## src/rtl/memory_stage_pkg.sv

```systemverilog
// memory_stage_pkg: shared pipeline constants, FSM state encoding and writeback register layout.
package memory_stage_pkg;

    typedef enum logic {IDLE = 1'b0, WAIT = 1'b1} memState_t;

    localparam int DEF_MEM_DONE_MAX = 64;

    typedef struct packed {
        logic [15:0] memData;
        logic [15:0] aluOut;
        logic [15:0] setVal;
        logic [15:0] nextPc;
        logic [15:0] jumpPc;
        logic [15:0] instr;
        logic        regWrt;
        logic        halt;
        logic        err;
        logic [2:0]  regWrtSrc;
        logic [2:0]  writeReg;
    } wbRegs_t;

endpackage

```

## src/rtl/memory_stage_dff.sv

```systemverilog
// dff: width-parameterised register cell with asynchronous active-low reset.
module dff #(
    parameter int W = 1
) (
    input  logic         clk,
    input  logic         rst,
    input  logic [W-1:0] d,
    output logic [W-1:0] q
);

    always_ff @(posedge clk or negedge rst) begin
        if (!rst) q <= '0;
        else      q <= d;
    end

endmodule

```

## src/rtl/memory_stage_mem_req_fsm.sv

```systemverilog
// mem_req_fsm: data-memory request FSM with captured request fields and saturating WAIT timeout counter.
module mem_req_fsm
    import memory_stage_pkg::*;
#(
    parameter int MEM_DONE_MAX = DEF_MEM_DONE_MAX
) (
    input  logic        clk,
    input  logic        rst,
    input  logic        memEn,
    input  logic        memWrt,
    input  logic [15:0] aluOut,
    input  logic [15:0] reg2Data,
    input  logic        memDone,
    output logic        memReq,
    output logic        memWr,
    output logic [15:0] memAddr,
    output logic [15:0] memWData,
    output logic        stall,
    output logic        done,
    output logic        timeout
);

    localparam int CW = $clog2(MEM_DONE_MAX + 1);

    memState_t   state;
    logic [CW-1:0] waitCnt;
    logic        capWr;
    logic [15:0] capAddr;
    logic [15:0] capWData;
    logic        start;

    // Gated by rst so the request fields read zero while reset is held.
    assign start    = rst && state == IDLE && memEn && !aluOut[0];
    assign done     = state == WAIT && memDone;
    // The timeout cycle releases stall so the faulting instruction can retire.
    assign timeout  = state == WAIT && !memDone && waitCnt >= CW'(MEM_DONE_MAX - 1);
    assign stall    = start || (state == WAIT && !memDone && !timeout);
    assign memReq   = start;
    assign memWr    = state == WAIT ? capWr    : start && memWrt;
    assign memAddr  = state == WAIT ? capAddr  : (start ? aluOut   : 16'h0);
    assign memWData = state == WAIT ? capWData : (start ? reg2Data : 16'h0);

    always_ff @(posedge clk or negedge rst) begin
        if (!rst) begin
            state    <= IDLE;
            waitCnt  <= '0;
            capWr    <= 1'b0;
            capAddr  <= '0;
            capWData <= '0;
        end else if (start) begin
            state    <= WAIT;
            waitCnt  <= '0;
            capWr    <= memWrt;
            capAddr  <= aluOut;
            capWData <= reg2Data;
        end else if (state == WAIT) begin
            state    <= (memDone || timeout) ? IDLE : WAIT;
            waitCnt  <= waitCnt == CW'(MEM_DONE_MAX) ? waitCnt : waitCnt + 1'b1;
        end
    end

endmodule

```

## src/rtl/memory_stage.sv

```systemverilog
// memory_stage: pipeline memory stage issuing data-memory requests, stalling upstream and
// registering results into the writeback pipeline registers.
module memory_stage
    import memory_stage_pkg::*;
#(
    parameter int MEM_DONE_MAX = DEF_MEM_DONE_MAX
) (
    input  logic        clk,
    input  logic        rst,
    input  logic [15:0] aluOut,
    input  logic [15:0] reg2Data,
    input  logic        memEn,
    input  logic        memWrt,
    input  logic        regWrt,
    input  logic        halt,
    input  logic        err,
    input  logic        doBranch,
    input  logic [2:0]  regWrtSrc,
    input  logic [2:0]  writeReg,
    input  logic [15:0] nextPc,
    input  logic [15:0] jumpPc,
    input  logic [15:0] setVal,
    input  logic [15:0] instr,
    output logic        memReq,
    output logic        memWr,
    output logic [15:0] memAddr,
    output logic [15:0] memWData,
    input  logic [15:0] memRData,
    input  logic        memDone,
    output logic        stall,
    output logic        pcRedirect,
    output logic [15:0] memDataOut,
    output logic [15:0] aluOutOut,
    output logic [15:0] setValOut,
    output logic [15:0] nextPcOut,
    output logic [15:0] jumpPcOut,
    output logic [15:0] instrOut,
    output logic        regWrtOut,
    output logic        haltOut,
    output logic        errOut,
    output logic [2:0]  regWrtSrcOut,
    output logic [2:0]  writeRegOut
);

    logic    done;
    logic    timeout;
    logic    fault;
    wbRegs_t wbD;
    wbRegs_t wbQ;

    mem_req_fsm #(.MEM_DONE_MAX(MEM_DONE_MAX)) uFsm (
        .clk      (clk),
        .rst      (rst),
        .memEn    (memEn),
        .memWrt   (memWrt),
        .aluOut   (aluOut),
        .reg2Data (reg2Data),
        .memDone  (memDone),
        .memReq   (memReq),
        .memWr    (memWr),
        .memAddr  (memAddr),
        .memWData (memWData),
        .stall    (stall),
        .done     (done),
        .timeout  (timeout)
    );

    // Misaligned accesses and timeouts retire as errors without writing a register.
    assign fault      = (memEn && aluOut[0]) || timeout;
    assign pcRedirect = doBranch && !stall;

    always_comb begin
        wbD        = wbQ;
        wbD.regWrt = 1'b0;
        wbD.halt   = 1'b0;
        wbD.err    = 1'b0;
        if (!stall)
            wbD = '{memData:   done ? memRData : 16'h0,
                    aluOut:    aluOut,
                    setVal:    setVal,
                    nextPc:    nextPc,
                    jumpPc:    jumpPc,
                    instr:     instr,
                    regWrt:    regWrt && !fault,
                    halt:      halt,
                    err:       err || fault,
                    regWrtSrc: regWrtSrc,
                    writeReg:  writeReg};
    end

    dff #(.W($bits(wbRegs_t))) uWb (
        .clk (clk),
        .rst (rst),
        .d   (wbD),
        .q   (wbQ)
    );

    assign memDataOut   = wbQ.memData;
    assign aluOutOut    = wbQ.aluOut;
    assign setValOut    = wbQ.setVal;
    assign nextPcOut    = wbQ.nextPc;
    assign jumpPcOut    = wbQ.jumpPc;
    assign instrOut     = wbQ.instr;
    assign regWrtOut    = wbQ.regWrt;
    assign haltOut      = wbQ.halt;
    assign errOut       = wbQ.err;
    assign regWrtSrcOut = wbQ.regWrtSrc;
    assign writeRegOut  = wbQ.writeReg;

endmodule
```

## config.mk

```make
export PLATFORM = sky130hd
export DESIGN_NAME = memory_stage
export DESIGN_NICKNAME = d
export VERILOG_FILES = /design/src/rtl/memory_stage_pkg.sv /design/src/rtl/memory_stage_dff.sv /design/src/rtl/memory_stage_mem_req_fsm.sv /design/src/rtl/memory_stage.sv
export SDC_FILE = /design/constraint.sdc
export NUM_CORES = 1
export LEC_CHECK = 0
export CAP_MARGIN = 10
export CORE_AREA = 3 3 126 116
export DETAILED_ROUTE_END_ITERATION = 7
export DIE_AREA = 0 0 129 119
export MAX_ROUTING_LAYER = met4
export PLACE_DENSITY = 0.84
export SETUP_SLACK_MARGIN = 0.2
export SLEW_MARGIN = 10
export SYNTH_ARGS = -nofsm -noshare
export SYNTH_HDL_FRONTEND = slang
export SYNTH_SLANG_ARGS = --single-unit
```

## constraint.sdc

```tcl
create_clock -name clk -period 3.9 [get_ports clk]
set_input_delay 0.78 -clock clk [delete_from_list [all_inputs] [get_ports clk]]
set_output_delay 0.78 -clock clk [all_outputs]
set_load 0.02 [all_outputs]
```

==> impl_metrics.csv, run 1 <==
group,metric,value,unit
status,outcome,"finished, final reports clean",
yosys,yosysSeqAreaShare,0.614,
sta,slew_headroom,0.341,
worst_setup_path,crit_buf_inv,4,
cts,clkSinkCount,146,
cts,cts_htree_levels,4,
cts,ctsHoldBuffers,0,
detailed_routing,wirelength,16900,microns
final_layout,finalNonFillerCells,930,
cts,cts_buffers,17,
yosys,synth_flop_cell,"dfrtp_1",
sta,rsz0062_at_grt,"false",
cts,cts_resized,0,
global_routing,grt_pass1_wl,26500,microns
sta,skew,9.64,ps
yosys,synth_most_common_cell,"nand2_1",
worst_setup_path,arrival,2790,ps
global_routing,grtUsageMet2,0.385,
yosys,synth_nets,612,
final_layout,n_antenna_cell,0,
yosys,ys_seq_elements,146,
hold_path,min_path_type,"reg -> reg",
placement,dp_slack,337,ps
placement,hpwl,11900,microns
sta,setup_viol,0,
global_routing,gr-usage-met3,0.0700,
yosys,synth-edff-count,0,
sta,tightest_slew,989,ps
worst_setup_path,cp_top_family,"buffers and inverters",
sta,fin_crit,3570,ps
detailed_routing,routedWlPerCell,18.2,microns
detailed_routing,dr.pass1.iters,4,
die,coreArea,13300,sq um
final_layout,drive_gt1_frac,0.164,
die,chipHeight,119,microns
worst_setup_path,crit_fanout,41,
worst_setup_path,regToRegSetupSlack,1380,ps
sta,period_share,0.915,
worst_setup_path,crit_path_end,"memWData[8]",
detailed_routing,drt_iter0_markers,265,
sta,slew_viol_final,0,
worst_setup_path,cpMostUsedCell,"nand2_1",
detailed_routing,ant_nets,0,
yosys,synth_compound_area_frac,0.0326,
worst_setup_path,reg2reg_from,"uFsm.state",
yosys,synthSimpleGateAreaFrac,0.126,
die,num_io_pins,268,
global_routing,track_usage,0.231,
final_layout,fin_nets,878,
worst_setup_path,worstPathCellList,"clkdlybuf4s50_1 -> nand2_1 -> or3_1 -> inv_1 -> buf_12 -> nand2_1 -> nand2_1 -> clkdlybuf4s50_1",
die,dieArea,15400,sq um
worst_setup_path,path_class,"in -> out",
job,cap_viol_max_count,0,
sta,final_hold_viol_count,0,
yosys,synth.area.top_cells,"dfrtp_1 (61%), nand2_1 (11%), mux2_4 (10%)",
yosys,synth_common_cells,"nand2_1 (168), dfrtp_1 (146), mux2_2 (45)",
cts,clkLatencyLatePin,420,ps
worst_setup_path,cp-end-kind,"primary output",
yosys,synth_top_family_by_area,"multiplexers",
power_and_ir_drop,p_leak,4.32,nW
yosys,synth_mux_area_frac,0.190,
worst_setup_path,worst_ep_required_time,3120,ps
worst_setup_path,rr_endpoint,"uWb.q[44]",
global_routing,gr-total-overflow,0,
yosys,yosys.area.top_type_share,0.614,
final_layout,syn2layout_area_growth,58.1,%
yosys,synth_top_area_cell,"dfrtp_1",
cts,cts_setup_buffers,0,
cts,cts.reportedPaths.clkPinSlew,60,ps
worst_setup_path,path_depth,8,
sta,setup_ws,332,ps
yosys,synth_cells,483,
cts,cts_root_buf,"clkbuf_16",
detailed_routing,dr_total_vias,4607,
die,die_w,129,microns
cts,cts_tree,"yes",
sta,tns,0,ps
power_and_ir_drop,p_per_area,482,nW/um^2
global_routing,grt_max_degree,104,
sta,fmax,280,MHz
die,rows,40,
global_routing,antenna_found_initial,0,
final_layout,fill_cells,917,
yosys,syn-cell-area,5950,sq um
yosys,async_flop_share,1.00,
global_routing,top_usage_layer,"met2",
worst_setup_path,max_stage_delay,620,ps
placement,dpl.cell_count,898,
detailed_routing,routed_via_density,4.95,
worst_setup_path,cpMaxStageDelayCell,"clkdlybuf4s50_1",
worst_setup_path,start_kind,"input pin",
worst_setup_path,startpoint,"memEn",
die,initial_utilization,0.447,
global_routing,grt_pass1_vias,4901,
power_and_ir_drop,vdd_ir_drop_max,351,uV
yosys,synth-xor-area-share,0.00442,
cts,cts_max_path_buffers,2,
detailed_routing,drc,0,
global_routing,globalRouteMet1Util,0.270,
worst_setup_path,r2r_cells,6,
yosys,ys_warn_count,0,
yosys,synth_fa_ha_area_frac,0.00421,
placement,io_buffer_count,267,
yosys,avgSynthCellArea,12.3,sq um
yosys,post_synth_num_cell_types,27,
placement,globalplace.congestion,0.783,
==> metal layers <==
metal | wire (microns) | part of all wire
met5 | 0 | 0
met4 | 258 | 0.015
met3 | 1260 | 0.075
met2 | 8510 | 0.50
met1 | 6860 | 0.41
==> worst min path at each step <==
| stage | from | endpoint | slack (ps) | cells after the start |
|---|---|---|---|---|
| after floorplan | uFsm.capAddr[0] | uFsm.capAddr[0] | 440 | 1 |
| after global placement | uFsm.capAddr[8] | uFsm.capAddr[8] | 460 | 2 |
| after detailed placement | uFsm.capWData[2] | uFsm.capWData[2] | 460 | 2 |
| after CTS | uFsm.capWData[2] | uFsm.capWData[2] | 480 | 2 |
| after global routing | uFsm.capAddr[6] | uFsm.capAddr[6] | 500 | 2 |
| final | uFsm.capWData[2] | uFsm.capWData[2] | 480 | 2 |
==> area by class of cell <==
cell class                      instances  area, sq um  share of cell area
Clock buffer                           18          429              0.0456
Clock inverter                         14          213              0.0226
Inverter                                4         15.0             0.00160
Sequential cell                       146         3650               0.389
Timing Repair Buffer                  273         2740               0.292
Multi-Input combinational cell        307         2140               0.227
Tap cell                              168          210              0.0224
==> tightest hold or removal path: cells and delay by family, from the launching register on <==
| family | cells | cell delay [ps] |
|---|---|---|
| flip-flops | 1 | 340 |
| AND/OR/NAND/NOR | 2 | 110 |
==> stage by stage <==
step | hold WS [ps] | area (sq um) | util | total power (W)
after floorplan | 445 | 5950 | - | 0.00228
after global placement | 458 | 8760 | 0.658 | 0.00275
after detailed placement | 462 | 8760 | 0.658 | 0.00279
after CTS | 478 | 9400 | 0.706 | 0.00458
after global routing | 500 | 9400 | 0.706 | 0.00473
final | 476 | 9400 | 0.706 | 0.00453
==> where the power goes <==
part | internal [W] | total, W | switching, W | leakage, nW
clock network | 0.00113 | 0.00176 | 0.000632 | 0.302
registers | 0.00169 | 0.00180 | 0.000112 | 1.78
logic | 0.000514 | 0.000962 | 0.000448 | 2.24
total | 0.00334 | 0.00453 | 0.00119 | 4.32
==> registers in the layout (all words and copies together), names as in the netlist <==
name,count
uFsm.waitCnt,7
uFsm.capWr,1
uFsm.state,1
uFsm.capWData,16
uFsm.capAddr,16
uWb.q,105
==> logic make-up after synthesis <==
logic type,count (synthesis)
buffers and inverters,30
AOI/OAI and AO/OA,25
muxes,87
DFF,146
adders and majority gates,2
xor gates and xnor gates,3
and+or+nand+nor,190
==> cells in the final DEF, fill, tap and decap left out, types with 5 or more instances in the layout <==
cell | Yosys | final
clkdlybuf4s50_1 | 0 | 266
mux2_2 | 45 | 45
a21oi_1 | 5 | 5
mux2_4 | 41 | 41
clkbuf_16 | 0 | 17
bufinv_16 | 0 | 5
nand2_1 | 168 | 168
nor2_1 | 6 | 6
a22o_1 | 17 | 17
dfrtp_1 | 146 | 146
Power figures use the tool's default switching activity.
==> run 2: changes to the inputs <==
- CORE_AREA: 3 3 126 116 -> 3 3 107 99
- DIE_AREA: 0 0 129 119 -> 0 0 110 102
- DONT_BUFFER_PORTS: default -> 1
- PLACE_DENSITY: 0.84 -> 0.77
- SLEW_MARGIN: 10 -> 20
==> run 2 against run 1 <==
  * The flow now finishes with violations (negative hold slack)
  * Highest routed layer unchanged
  * Critical endpoint is now memAddr[9]
  * Critical path type is now reg -> out
  * Sequential cell count is the same
  * Non-clock buffer count shrank 267
  * Clock-buffer cell count grew 1
==> impl_metrics.csv, run 2 (synthesized netlist as in run 1, its figures left out) <==
group,metric,value,unit
cts,clkSinkCount,146,
sta,setup_viol,0,
cts,cts_setup_buffers,0,
power_and_ir_drop,intPower,0.00278,W
power_and_ir_drop,clkPwrFrac,0.384,
power_and_ir_drop,p_per_area,582,nW/um^2
sta,slew_headroom,0.565,
worst_setup_path,regToRegSetupSlack,1380,ps
final_layout,top_register,"uWb.q",
die,coreArea,9570,sq um
power_and_ir_drop,p_comb_frac,0.104,
power_and_ir_drop,p_sw,0.00103,W
cts,cts_tree,"yes",
die,chipHeight,102,microns
global_routing,top_usage_layer,"met2",
worst_setup_path,cp-end-kind,"primary output",
die,initial_utilization,0.621,
final_layout,reg_top3,"uWb.q: 105 flops, uFsm.capAddr: 16 flops, uFsm.capWData: 16 flops",
detailed_routing,routed_via_density,5.75,
global_routing,grt_pass1_vias,3666,
detailed_routing,routedWlPerCell,21.5,microns
die,num_io_pins,268,
placement,globalplace.congestion,0.807,
sta,final_hold_viol_count,36,
status,violations,"negative hold slack",
global_routing,grt_max_degree,148,
worst_setup_path,path_class,"reg -> out",
placement,hpwl,9160,microns
sta,tightest_slew,652,ps
final_layout,largest_reg_flops,105,
final_layout,fin_nets,611,
sta,tns,0,ps
sta,period_share,0.792,
detailed_routing,ant_nets,0,
die,die_w,110,microns
worst_setup_path,arrival,2310,ps
final_layout,seq_area,3650,sq um
cts,cts.reportedPaths.clkPinSlew,60,ps
global_routing,grt_pass1_wl,19100,microns
power_and_ir_drop,swShare,0.270,
cts,cts_max_path_buffers,2,
final_layout,n_antenna_cell,0,
final_layout,fill_cells,679,
detailed_routing,dr.pass1.iters,4,
global_routing,gr-usage-met3,0.0802,
sta,slew_viol_final,0,
final_layout,final_cell_mix,"nand2_1 (168), dfrtp_1 (146), mux2_2 (45)",
cts,cts_resized,0,
power_and_ir_drop,power_frac_seq,0.512,
global_routing,grtUsageMet2,0.396,
sta,skew,10.0,ps
detailed_routing,wirelength,13200,microns
cts,cts_buffers,17,
detailed_routing,drc,0,
final_layout,syn2layout_area_growth,9.99,%
hold_path,min_path_type,"in -> async",
cts,cts_htree_levels,4,
final_layout,utilization,0.684,
final_layout,multi_input_area,2140,sq um
job,cap_viol_max_count,0,
final_layout,drive_gt1_frac,0.241,
global_routing,track_usage,0.233,
detailed_routing,dr_total_vias,3539,
die,dieArea,11200,sq um
worst_setup_path,crit_fanout,40,
final_layout,mostFrequentLayoutCell,"nand2_1",
global_routing,antenna_found_initial,0,
placement,io_buffer_count,0,
sta,hold-worst-slack,-29.6,ps
global_routing,gr-total-overflow,0,
status,outcome,"finished with violations",
cts,clkLatencyLatePin,500,ps
sta,fin_crit,3090,ps
sta,fmax,324,MHz
worst_setup_path,worst_ep_required_time,3120,ps
sta,rsz0062_at_grt,"false",
detailed_routing,drt_iter0_markers,237,
power_and_ir_drop,vdd_ir_drop_max,372,uV
cts,cts_root_buf,"clkbuf_8",
die,rows,34,
power_and_ir_drop,p_leak,3.24,nW
global_routing,globalRouteMet1Util,0.258,
worst_setup_path,start_kind,"flip-flop",
## run 2: layer usage
metal  up-vias  wire [microns]
met5         -               0
met2       171            6790
met3        10            1280
met1      1775            5030
li1       1583               -
met4         0             112
## run 2: metrics by stage
step                      power [W]  std cells  worst slack [ps]  hold slack (ps)  cell area, sq um
after floorplan             0.00228        483              1170              445              5950
after global placement      0.00235        589              1120              458              6020
after detailed placement    0.00238        589              1080              465              6020
after CTS                   0.00385        615               779            -63.6              6540
after global routing        0.00397        615               630            -61.4              6540
final                       0.00381        615               811            -29.6              6540
## run 2: path summary, 6_finish.rpt
kind | cells past startpoint | end | startpoint
max | 5 | memAddr[9] | uFsm.state
min | 0 | uFsm.capAddr[3] | rst
max reg2reg | 5 | uWb.q[81] | uFsm.state
min reg2reg | 2 | uFsm.capWData[7] | uFsm.capWData[7]
max in group asynchronous | 0 | uFsm.waitCnt[3] | rst
min in group clk | 2 | uFsm.capAddr[11] | aluOut[11]
## run 2: worst max-delay path: stages, from the launching register on
cell and delay, ps:
dfrtp_1 480, or3_1 430, inv_1 110, buf_4 400, nand2_1 150, nand2_1 220
## run 2: final cells by class
type                    count  share of cell area
repair buffers              6             0.00880
flip-flops and latches    146               0.558
well taps                 126              0.0241
clock inverters             7              0.0138
clock buffers              19              0.0660
multi-input cells         307               0.327
inverters                   4             0.00229
## run 2: power by group through the flow
stage | sequential (W) | combinational (W) | clock (W)
final | 0.00195 | 0.000395 | 0.00146
after global routing | 0.00197 | 0.000436 | 0.00156
after CTS | 0.00195 | 0.000399 | 0.00149
after detailed placement | 0.00198 | 0.000397 | 0
after global placement | 0.00197 | 0.000383 | 0
after floorplan | 0.00193 | 0.000352 | 0
==> run 3: changes to the inputs <==
- clock period: 3.9 -> 3.1 ns (I/O delays scaled with it)
==> run 3 against run 2 <==
  * The run still ends with negative hold slack left
  * Combinational power is 27% higher
  * Clock skew is 5.3 ps lower
  * Cell count is 0.98% higher
  * Clock-buffer cell count is 3 higher
  * Sequential share of layout area is 0.91 points lower
  * Global-route usage hardly changed
  * Die area stayed put
  * Register-to-register slack worse by 460 ps
  * Total power is 31% higher
  * Largest cell class unchanged
==> impl_metrics.csv, run 3 (synthesized netlist as in run 1, its figures left out) <==
group,metric,value,unit
global_routing,grtUsageMet2,0.377,
power_and_ir_drop,p_sw,0.00132,W
global_routing,antenna_found_initial,0,
worst_setup_path,cp_top_family,"buffers and inverters",
die,num_io_pins,268,
final_layout,mostFrequentLayoutCell,"nand2_1",
power_and_ir_drop,p_per_area,752,nW/um^2
global_routing,track_usage,0.233,
worst_setup_path,cpMaxStageDelayCell,"dfrtp_1",
job,cap_viol_max_count,0,
detailed_routing,dr.pass1.iters,4,
sta,fin_crit,2740,ps
die,rows,34,
final_layout,final_cell_mix,"nand2_1 (168), dfrtp_1 (146), mux2_2 (45)",
sta,fmax,365,MHz
status,violations,"negative hold slack",
power_and_ir_drop,clkPwrFrac,0.409,
cts,clkLatencyLatePin,510,ps
die,dieArea,11200,sq um
detailed_routing,dr_total_vias,3523,
power_and_ir_drop,p_comb_frac,0.100,
worst_setup_path,worst_ep_required_time,2480,ps
sta,slew_headroom,0.650,
final_layout,fin_nets,613,
placement,io_buffer_count,0,
final_layout,drive_gt1_frac,0.251,
cts,cts_max_path_buffers,2,
worst_setup_path,cp-end-kind,"primary output",
status,outcome,"finished with violations",
die,die_w,110,microns
power_and_ir_drop,power_frac_seq,0.491,
final_layout,reg_top3,"uWb.q: 105 flops, uFsm.capAddr: 16 flops, uFsm.capWData: 16 flops",
final_layout,largest_reg_flops,105,
detailed_routing,drt_iter0_markers,250,
cts,clkSinkCount,146,
sta,hold-worst-slack,-202,ps
cts,cts_htree_levels,4,
sta,final_hold_viol_count,146,
global_routing,top_usage_layer,"met2",
sta,slew_viol_final,0,
final_layout,syn2layout_area_growth,11.8,%
power_and_ir_drop,intPower,0.00368,W
worst_setup_path,arrival,2120,ps
cts,cts.reportedPaths.clkPinSlew,60,ps
final_layout,n_antenna_cell,0,
worst_setup_path,crit_fanout,46,
global_routing,grt_max_degree,148,
placement,hpwl,8980,microns
final_layout,seq_area,3650,sq um
cts,cts_tree,"yes",
global_routing,globalRouteMet1Util,0.262,
power_and_ir_drop,p_leak,3.30,nW
detailed_routing,drc,0,
hold_path,min_path_type,"in -> async",
worst_setup_path,path_class,"reg -> out",
cts,cts_buffers,17,
detailed_routing,routed_via_density,5.67,
detailed_routing,ant_nets,0,
die,chipHeight,102,microns
final_layout,top_register,"uWb.q",
sta,setup_viol,0,
power_and_ir_drop,swShare,0.264,
final_layout,fill_cells,642,
worst_setup_path,start_kind,"flip-flop",
power_and_ir_drop,vdd_ir_drop_max,468,uV
worst_setup_path,worstPathCellList,"or3_1 -> inv_1 -> buf_4 -> a21o_4 -> buf_12",
detailed_routing,routedWlPerCell,21.0,microns
worst_setup_path,crit_buf_inv,3,
final_layout,multi_input_area,2140,sq um
global_routing,gr-usage-met3,0.0910,
worst_setup_path,max_stage_delay,480,ps
global_routing,grt_pass1_wl,19100,microns
die,coreArea,9570,sq um
sta,tns,0,ps
cts,cts_setup_buffers,0,
final_layout,utilization,0.695,
cts,cts_root_buf,"clkbuf_8",
sta,rsz0062_at_grt,"false",
placement,globalplace.congestion,0.839,
global_routing,gr-total-overflow,0,
sta,tightest_slew,525,ps
sta,skew,4.72,ps
global_routing,grt_pass1_vias,3664,
die,initial_utilization,0.621,
detailed_routing,wirelength,13000,microns
sta,period_share,0.883,
## run 3: cell count changes in the layout (fill, tap and decap cells not counted)
cell        change
inv_6           +1
clkinvlp_4      -2
bufinv_16       +1
buf_12          +1
buf_6           +1
clkinv_2        -1
clkbuf_8        +3
clkinv_4        +2
## run 3: repair_timing
item / 4_1_cts / 5_1_grt
endpoints found under the setup margin: 0 / 18
endpoints found under the hold margin: 146 / 146
gates resized for setup: 0 / 1
## run 3: path summary, 6_finish.rpt
check	from	end	slack (ps)	cells past startpoint
worst max register to register	uFsm.state	uWb.q[50]	920	6
worst min register to register	uFsm.capWData[1]	uFsm.capWData[1]	470	2
max in group asynchronous	rst	uWb.q[95]	3050	0
min in group clk	reg2Data[11]	uFsm.capWData[11]	230	2
worst max-delay path	uFsm.state	stall	360	5
worst min-delay path	rst	uWb.q[69]	-200	0
## run 3: cell type report
| type | count | share of cell area |
|---|---|---|
| Inverter | 4 | 0.00226 |
| Timing Repair Buffer | 8 | 0.0134 |
| Sequential cell | 146 | 0.549 |
| Tap cell | 126 | 0.0237 |
| Multi-Input combinational cell | 307 | 0.321 |
| Clock inverter | 8 | 0.0190 |
| Clock buffer | 22 | 0.0711 |
## run 3: metal layers
| layer | wire length [microns] | part of all wire | up-vias |
|---|---|---|---|
| li1 | - | - | 1591 |
| met1 | 4740 | 0.36 | 1731 |
| met2 | 6620 | 0.51 | 188 |
| met3 | 1480 | 0.11 | 13 |
| met4 | 180 | 0.014 | 0 |
| met5 | 0 | 0 | - |
## run 3: power groups by stage
stage          sequential [W]  combinational (W)  clock [W]
2_1_floorplan         0.00243           0.000443          0
3_3_place_gp          0.00248           0.000486          0
3_5_place_dp          0.00249           0.000505          0
4_1_cts               0.00246           0.000507    0.00208
5_1_grt               0.00248           0.000552    0.00217
6_report              0.00245           0.000500    0.00205
## run 3: metrics by stage
step | cell area (sq um) | power (W) | setup slack (ps) | cells
4_1_cts | 6650 | 0.00505 | 269 | 621
5_1_grt | 6650 | 0.00520 | 221 | 621
2_1_floorplan | 5950 | 0.00287 | 689 | 483
6_report | 6650 | 0.00500 | 364 | 621
3_3_place_gp | 6050 | 0.00296 | 734 | 591
3_5_place_dp | 6050 | 0.00299 | 711 | 591
